==> src/rtl/gpr_wb_arb.sv <==
// Write-back arbiter for the single GPR write port: EXU results vs. LSU load responses.
// Optional macro GPR_WB_FWD_EN adds a combinational forwarding port off the write stage.
module gpr_wb_arb #(
  parameter int ISA_WIDTH      = 32,
  parameter int REG_ADDR_WIDTH = 5,
  parameter int STARVE_MAX     = 4
) (
  input  logic                      clk,
  input  logic                      rst,
  input  logic                      exu_valid,
  output logic                      exu_ready,
  input  logic                      exu_w_en,
  input  logic [REG_ADDR_WIDTH-1:0] exu_rd,
  input  logic [ISA_WIDTH-1:0]      exu_data,
  input  logic                      lsu_valid,
  output logic                      lsu_ready,
  input  logic [REG_ADDR_WIDTH-1:0] lsu_rd,
  input  logic [ISA_WIDTH-1:0]      lsu_data,
  output logic                      gpr_w_en,
  output logic [REG_ADDR_WIDTH-1:0] gpr_waddr,
  output logic [ISA_WIDTH-1:0]      gpr_wdata
`ifdef GPR_WB_FWD_EN
  ,
  input  logic [REG_ADDR_WIDTH-1:0] fwd_raddr,
  output logic                      fwd_hit,
  output logic [ISA_WIDTH-1:0]      fwd_data
`endif
);

  localparam int CNT_W = (STARVE_MAX < 1) ? 1 : $clog2(STARVE_MAX + 1);
  localparam logic [CNT_W-1:0] STARVE_LIM = CNT_W'(STARVE_MAX);

  logic             exu_need;
  logic             lsu_need;
  logic             exu_win;
  logic             lsu_win;
  logic             starved;
  logic [CNT_W-1:0] starve_cnt;
  logic [CNT_W-1:0] starve_cnt_next;

  assign exu_need = exu_valid & exu_w_en & (exu_rd != '0);
  assign lsu_need = lsu_valid & (lsu_rd != '0);
  assign starved  = (starve_cnt == STARVE_LIM);

  // LSU has priority on a collision unless the EXU has already lost STARVE_MAX times in a row.
  assign exu_win = exu_need & (~lsu_need | starved);
  assign lsu_win = lsu_need & ~exu_win;

  // Requests that need no port are consumed immediately and never stall.
  assign exu_ready = ~rst & exu_valid & (~exu_need | exu_win);
  assign lsu_ready = ~rst & lsu_valid & (~lsu_need | lsu_win);

  always_comb begin
    starve_cnt_next = starve_cnt;
    if (!exu_need || exu_win) begin
      starve_cnt_next = '0;
    end else if (lsu_win && !starved) begin
      starve_cnt_next = starve_cnt + 1'b1;
    end
  end

  always_ff @(posedge clk or posedge rst) begin
    if (rst) begin
      starve_cnt <= '0;
    end else begin
      starve_cnt <= starve_cnt_next;
    end
  end

  always_ff @(posedge clk or posedge rst) begin
    if (rst) begin
      gpr_w_en  <= 1'b0;
      gpr_waddr <= '0;
      gpr_wdata <= '0;
    end else begin
      gpr_w_en <= exu_win | lsu_win;
      if (exu_win) begin
        gpr_waddr <= exu_rd;
        gpr_wdata <= exu_data;
      end else if (lsu_win) begin
        gpr_waddr <= lsu_rd;
        gpr_wdata <= lsu_data;
      end
    end
  end

`ifdef GPR_WB_FWD_EN
  // Lets decode see a value in the same cycle the register file is being written.
  assign fwd_hit  = gpr_w_en & (gpr_waddr == fwd_raddr) & (fwd_raddr != '0);
  assign fwd_data = fwd_hit ? gpr_wdata : '0;
`endif

endmodule

==> config.mk <==
export PLATFORM = sky130hd
export DESIGN_NAME = gpr_wb_arb
export DESIGN_NICKNAME = d
export VERILOG_FILES = /design/src/rtl/gpr_wb_arb.sv
export SDC_FILE = /design/constraint.sdc
export NUM_CORES = 1
export LEC_CHECK = 0
export BUFFER_PORTS_ARGS = -buffer_cell sky130_fd_sc_hd__buf_4
export CAP_MARGIN = 40
export CORE_ASPECT_RATIO = 1.25
export CORE_UTILIZATION = 46
export CTS_CLUSTER_SIZE = 10
export DETAILED_ROUTE_END_ITERATION = 16
export PLACE_DENSITY = 0.92
export SETUP_SLACK_MARGIN = 0.2
export SYNTH_ARGS = -nofsm -noshare
export SYNTH_HDL_FRONTEND = slang
export SYNTH_SLANG_ARGS = --single-unit
export TNS_END_PERCENT = 10
==> constraint.sdc <==
create_clock -name clk -period 4.1 [get_ports clk]
set_input_delay 0.41 -clock clk [delete_from_list [all_inputs] [get_ports clk]]
set_output_delay 0.41 -clock clk [all_outputs]
set_load 0.02 [all_outputs]
# Word level (Yosys, flattened, before mapping)

Index checks and enable logic that the tools add are counted.

$add $sub $neg: 1
Equality and inequality tests: 1
Muxes and demuxes: 6
Bitwise gates (word level): 17
Reductions and logical operators: 8

Operators with widths:

| operator            | count |
|---|---|
| $mux 32             | 2 |
| $mux 5              | 2 |
| $reduce_bool 5->1   | 2 |
| $and 1x1->1         | 9 |
| $mux 3              | 2 |
| $not 1->1           | 4 |
| $or 1x1->1          | 4 |
| $reduce_bool 2->1   | 2 |
| $add 3x1->3 const B | 1 |
| $eq 3x3->1 const B  | 1 |
| $logic_not 1->1     | 2 |
| $logic_and 1x1->1   | 1 |
| $logic_or 1x1->1    | 1 |

Bits in registers: 41
Input bits: 79
Output and inout bits: 40
Logic and storage cells: 37

# Depth between registers and ports, before layout

Depth in word-level cells: 10
Depth in mapped cells: 8

# Worst setup path after synthesis

Ideal clock, no wire load.

Path type: input-to-output
From: input port rst
To: output port exu_ready
Arrival: 1,677 ps
Data required time: 3,690 ps
Path slack: 2,013 ps
Stages on the path: 2
Buffers on the path: 0
Cell sequence: inv_1 o211a_1

Word-level cells in the longest chain between the ends: 3

Ends and longest elaborated chain:

| what                      | RTL line | text |
|---|---|---|
| start: declaration        | 9        | `input logic rst,` |
| $not 1->1                 | 50       | `assign exu_ready = ~rst & exu_valid & (~exu_need \| exu_win);` |
| $and 1x1->1 (2 in series) | 50       |  |
| end: declaration          | 11       | `output logic exu_ready,` |

No other way between the ends.

# Worst setup path after layout

From: input port lsu_rd[1]
To: output port exu_ready

Word-level cells in the longest chain between the ends: 7

Ends and longest elaborated chain:

| what               | RTL line | text |
|---|---|---|
| start: declaration | 17       | `input logic [REG_ADDR_WIDTH-1:0] lsu_rd,` |
| $reduce_bool 5->1  | 42       | `assign lsu_need = lsu_valid & (lsu_rd != '0);` |
| $and 1x1->1        | 42       |  |
| $not 1->1          | 46       | `assign exu_win = exu_need & (~lsu_need \| starved);` |
| $or 1x1->1         | 46       |  |
| $and 1x1->1        | 46       |  |
| $or 1x1->1         | 50       |  |
| $and 1x1->1        | 50       |  |

No other way between the ends.

==> flow_metrics.tcl <==
set metrics [dict create \
    status "finished, final reports clean" \
    stdcell_count 326 \
    reg2reg_depth 7 \
    cp.arrival_ns 2.11 \
    power_frac_comb_pct 27.3 \
    finalSetupViolCount 0 \
    grt_pass1_wl_mm 8.21 \
    area_growth_pct 53.1 \
    die_x_um 59.7 \
    post-cts-setup-buffers 0 \
    num_io_pins 119 \
    drv_slew 0 \
    synth.most_common_cell "dfrtp_1" \
    netlist_top_cells_area "dfrtp_1 54%, a221o_1 19%, and3_1 12%" \
    cts-root-buf "clkbuf_8" \
    design.die.area_sq_um 4430 \
    p_switching_uw 300 \
    start_util_pct 49.4 \
    core-area_sq_um 3880 \
    fin_ws_ns 1.58 \
    vias_per_cell 5.70 \
    drt_wl_total_mm 5.52 \
    post_cts_resized 0 \
    cts_tree "yes" \
    ys.warnings.count 0 \
    dr.pass1.iters 4 \
    slew_headroom_pct 43.0 \
    reg2reg_from "starve_cnt[0]" \
    grt_max_degree 33 \
    place_hpwl_mm 4.26 \
    syn_inst 156 \
    seq_area_frac_synth_pct 53.5 \
    final-hold-violation-count 0 \
    drtAntennaViolNets 0 \
    clkPwrFrac_pct 26.8 \
    p_leak_uw 0.00156 \
    fmax_ghz 0.397 \
    port_buffers 118 \
    cts_hold_buffers 0 \
    fin_nets 353 \
    synth_area_sq_um 1920 \
    numCtsBuffers 5 \
    synthFlopType "dfrtp_1" \
    period_minus_slack_ns 2.52 \
    grt_overflow 0 \
    dr_total_vias 1858 \
    drc_errors 0 \
    yosysTopAreaCellShare_pct 53.5 \
    intPower_uw 723 \
    netlist_top_cells_count "41 x dfrtp_1, 38 x and3_1, 37 x a221o_1" \
    pre_cts_ws_ns 1.54 \
    finalClockSkew_ns 0.00857 \
    crit_path_start_kind "input pin" \
    p_seq_share_pct 46.0 \
    yosysUniqueCellTypes 26 \
    synth_nets 237 \
    grt_pass1_vias 1849 \
    synth_top_area_cell "dfrtp_1" \
    timing.rr.end "gpr_wdata[30]" \
    fill_cells 289 \
    cap_violations 0 \
    grt_usage_pct 24.7 \
    layout_worst_path_cycle_share_pct 61.4 \
    synthArstFlopShare_pct 100 \
    clk_latency_ns 0.29 \
    diodes 0 \
    hold_class "input pin to async pin" \
    ys_ff_latch 41 \
    dp_cells 319 \
    r2r_slack_ns 1.92 \
    htreeDepth 2 \
    endpoint "exu_ready" \
    die_h_um 74.2 \
    antenna_found_initial 0 \
    rsz0062_at_grt "false" \
    clock_path_buffers 2 \
    rows 25 \
    final.setup.tns_ns 0 \
    clk_pin_slew_ns 0.08 \
    tightest_slew_ns 0.855 \
    startpoint "lsu_rd[1]" \
    synth-edff-count 0 \
    worstPathMaxFanout 20 \
    swShare_pct 29.3 \
    endpoint_kind "output pin" \
    cts_sinks 41 \
    p_per_area_nw_per_um2 349 \
    synth.avg_cell_area_sq_um 12.3 \
    wl_per_cell_um 16.9 \
    place_congestion 0.816 \
    drt_iter0_markers 143 \
    irDropWorstVdd_uv 223 \
    drive_gt1_share_pct 50.4 \
    critPathKind "input pin to output pin" \
    crit_required_ns 3.69 \
]
power groups by stage:
stage	logic, uW	clock network, uW	registers [uW]
3_5_place_dp	281	0	478
3_3_place_gp	269	0	476
2_1_floorplan	84.1	0	524
6_report	279	274	471
5_1_grt	296	291	475
4_1_cts	280	275	471
per-layer routing:
metal / global-route usage [%] / part of all wire [%] / vias to the layer above
li1: - / - / 856
met1: 27.6 / 36 / 892
met2: 45.7 / 54 / 99
met3: 5.04 / 8.0 / 11
met4: 9.04 / 1.9 / 0
met5: 0 / 0 / -
state kept, by name, indices dropped and copies added (netlist names):
| register | count |
|---|---|
| starve_cnt | 3 |
| gpr_waddr | 5 |
| gpr_wdata | 32 |
| gpr_w_en | 1 |
per-stage QoR:
step,total power (uW),instance area (sq um),hold WS (ns),util [%]
4_1_cts,1030,2930,0.134,75.6
3_5_place_dp,759,2840,0.457,73.3
3_3_place_gp,745,2820,0.459,72.6
2_1_floorplan,609,1920,0.443,-
6_report,1020,2930,0.129,75.6
5_1_grt,1060,2930,0.134,75.6
worst max-delay path, stage by stage:
cell,delay [ns]
buf_4,0.11
or3_1,0.42
o211ai_2,0.54
buf_4,0.33
o211a_1,0.16
buf_4,0.13
worst min-delay path by stage:
stage	end	slack, ns	depth (start not counted)
3_5_place_dp	starve_cnt[2]	0.46	3
2_1_floorplan	starve_cnt[0]	0.44	1
4_1_cts	starve_cnt[2]	0.13	3
6_report	starve_cnt[2]	0.13	3
5_1_grt	starve_cnt[2]	0.13	3
3_3_place_gp	starve_cnt[0]	0.46	1
cells by family after synthesis:
group                      after synthesis  synth area share [%]
adders and majority gates                2                  1.31
buffers and inverters                   19                  5.48
xor gates and xnor gates                 1                 0.457
AOI/OAI and AO/OA                       44                  23.3
DFF                                     41                  53.5
and+or+nand+nor                         49                  15.9
cell type report:
class                           count  area (sq um)  area share [%]
Clock buffer                        6          82.6            2.81
Clock inverter                      1          7.51           0.256
Inverter                            5          18.8           0.640
Multi-Input combinational cell     96           788            26.9
Sequential cell                    41          1030            35.0
Tap cell                           54          67.6            2.30
Timing Repair Buffer              123           943            32.2
cells in the final DEF (no fill, tap or decap), drive strengths merged:
cell	count
ha	2
clkbuf	6
o21ai	1
clkinvlp	1
or3	2
a221o	37
and3	38
inv	4
nor3	3
buf	123
xnor2	1
o211a	2
clkinv	1
o211ai	1
nor2b	1
or2	1
and4	1
dfrtp	41
and2	1
o31ai	1
nand2	1
o311ai	1
o311a	1
nor2	1
Power figures use the tool's default switching activity.
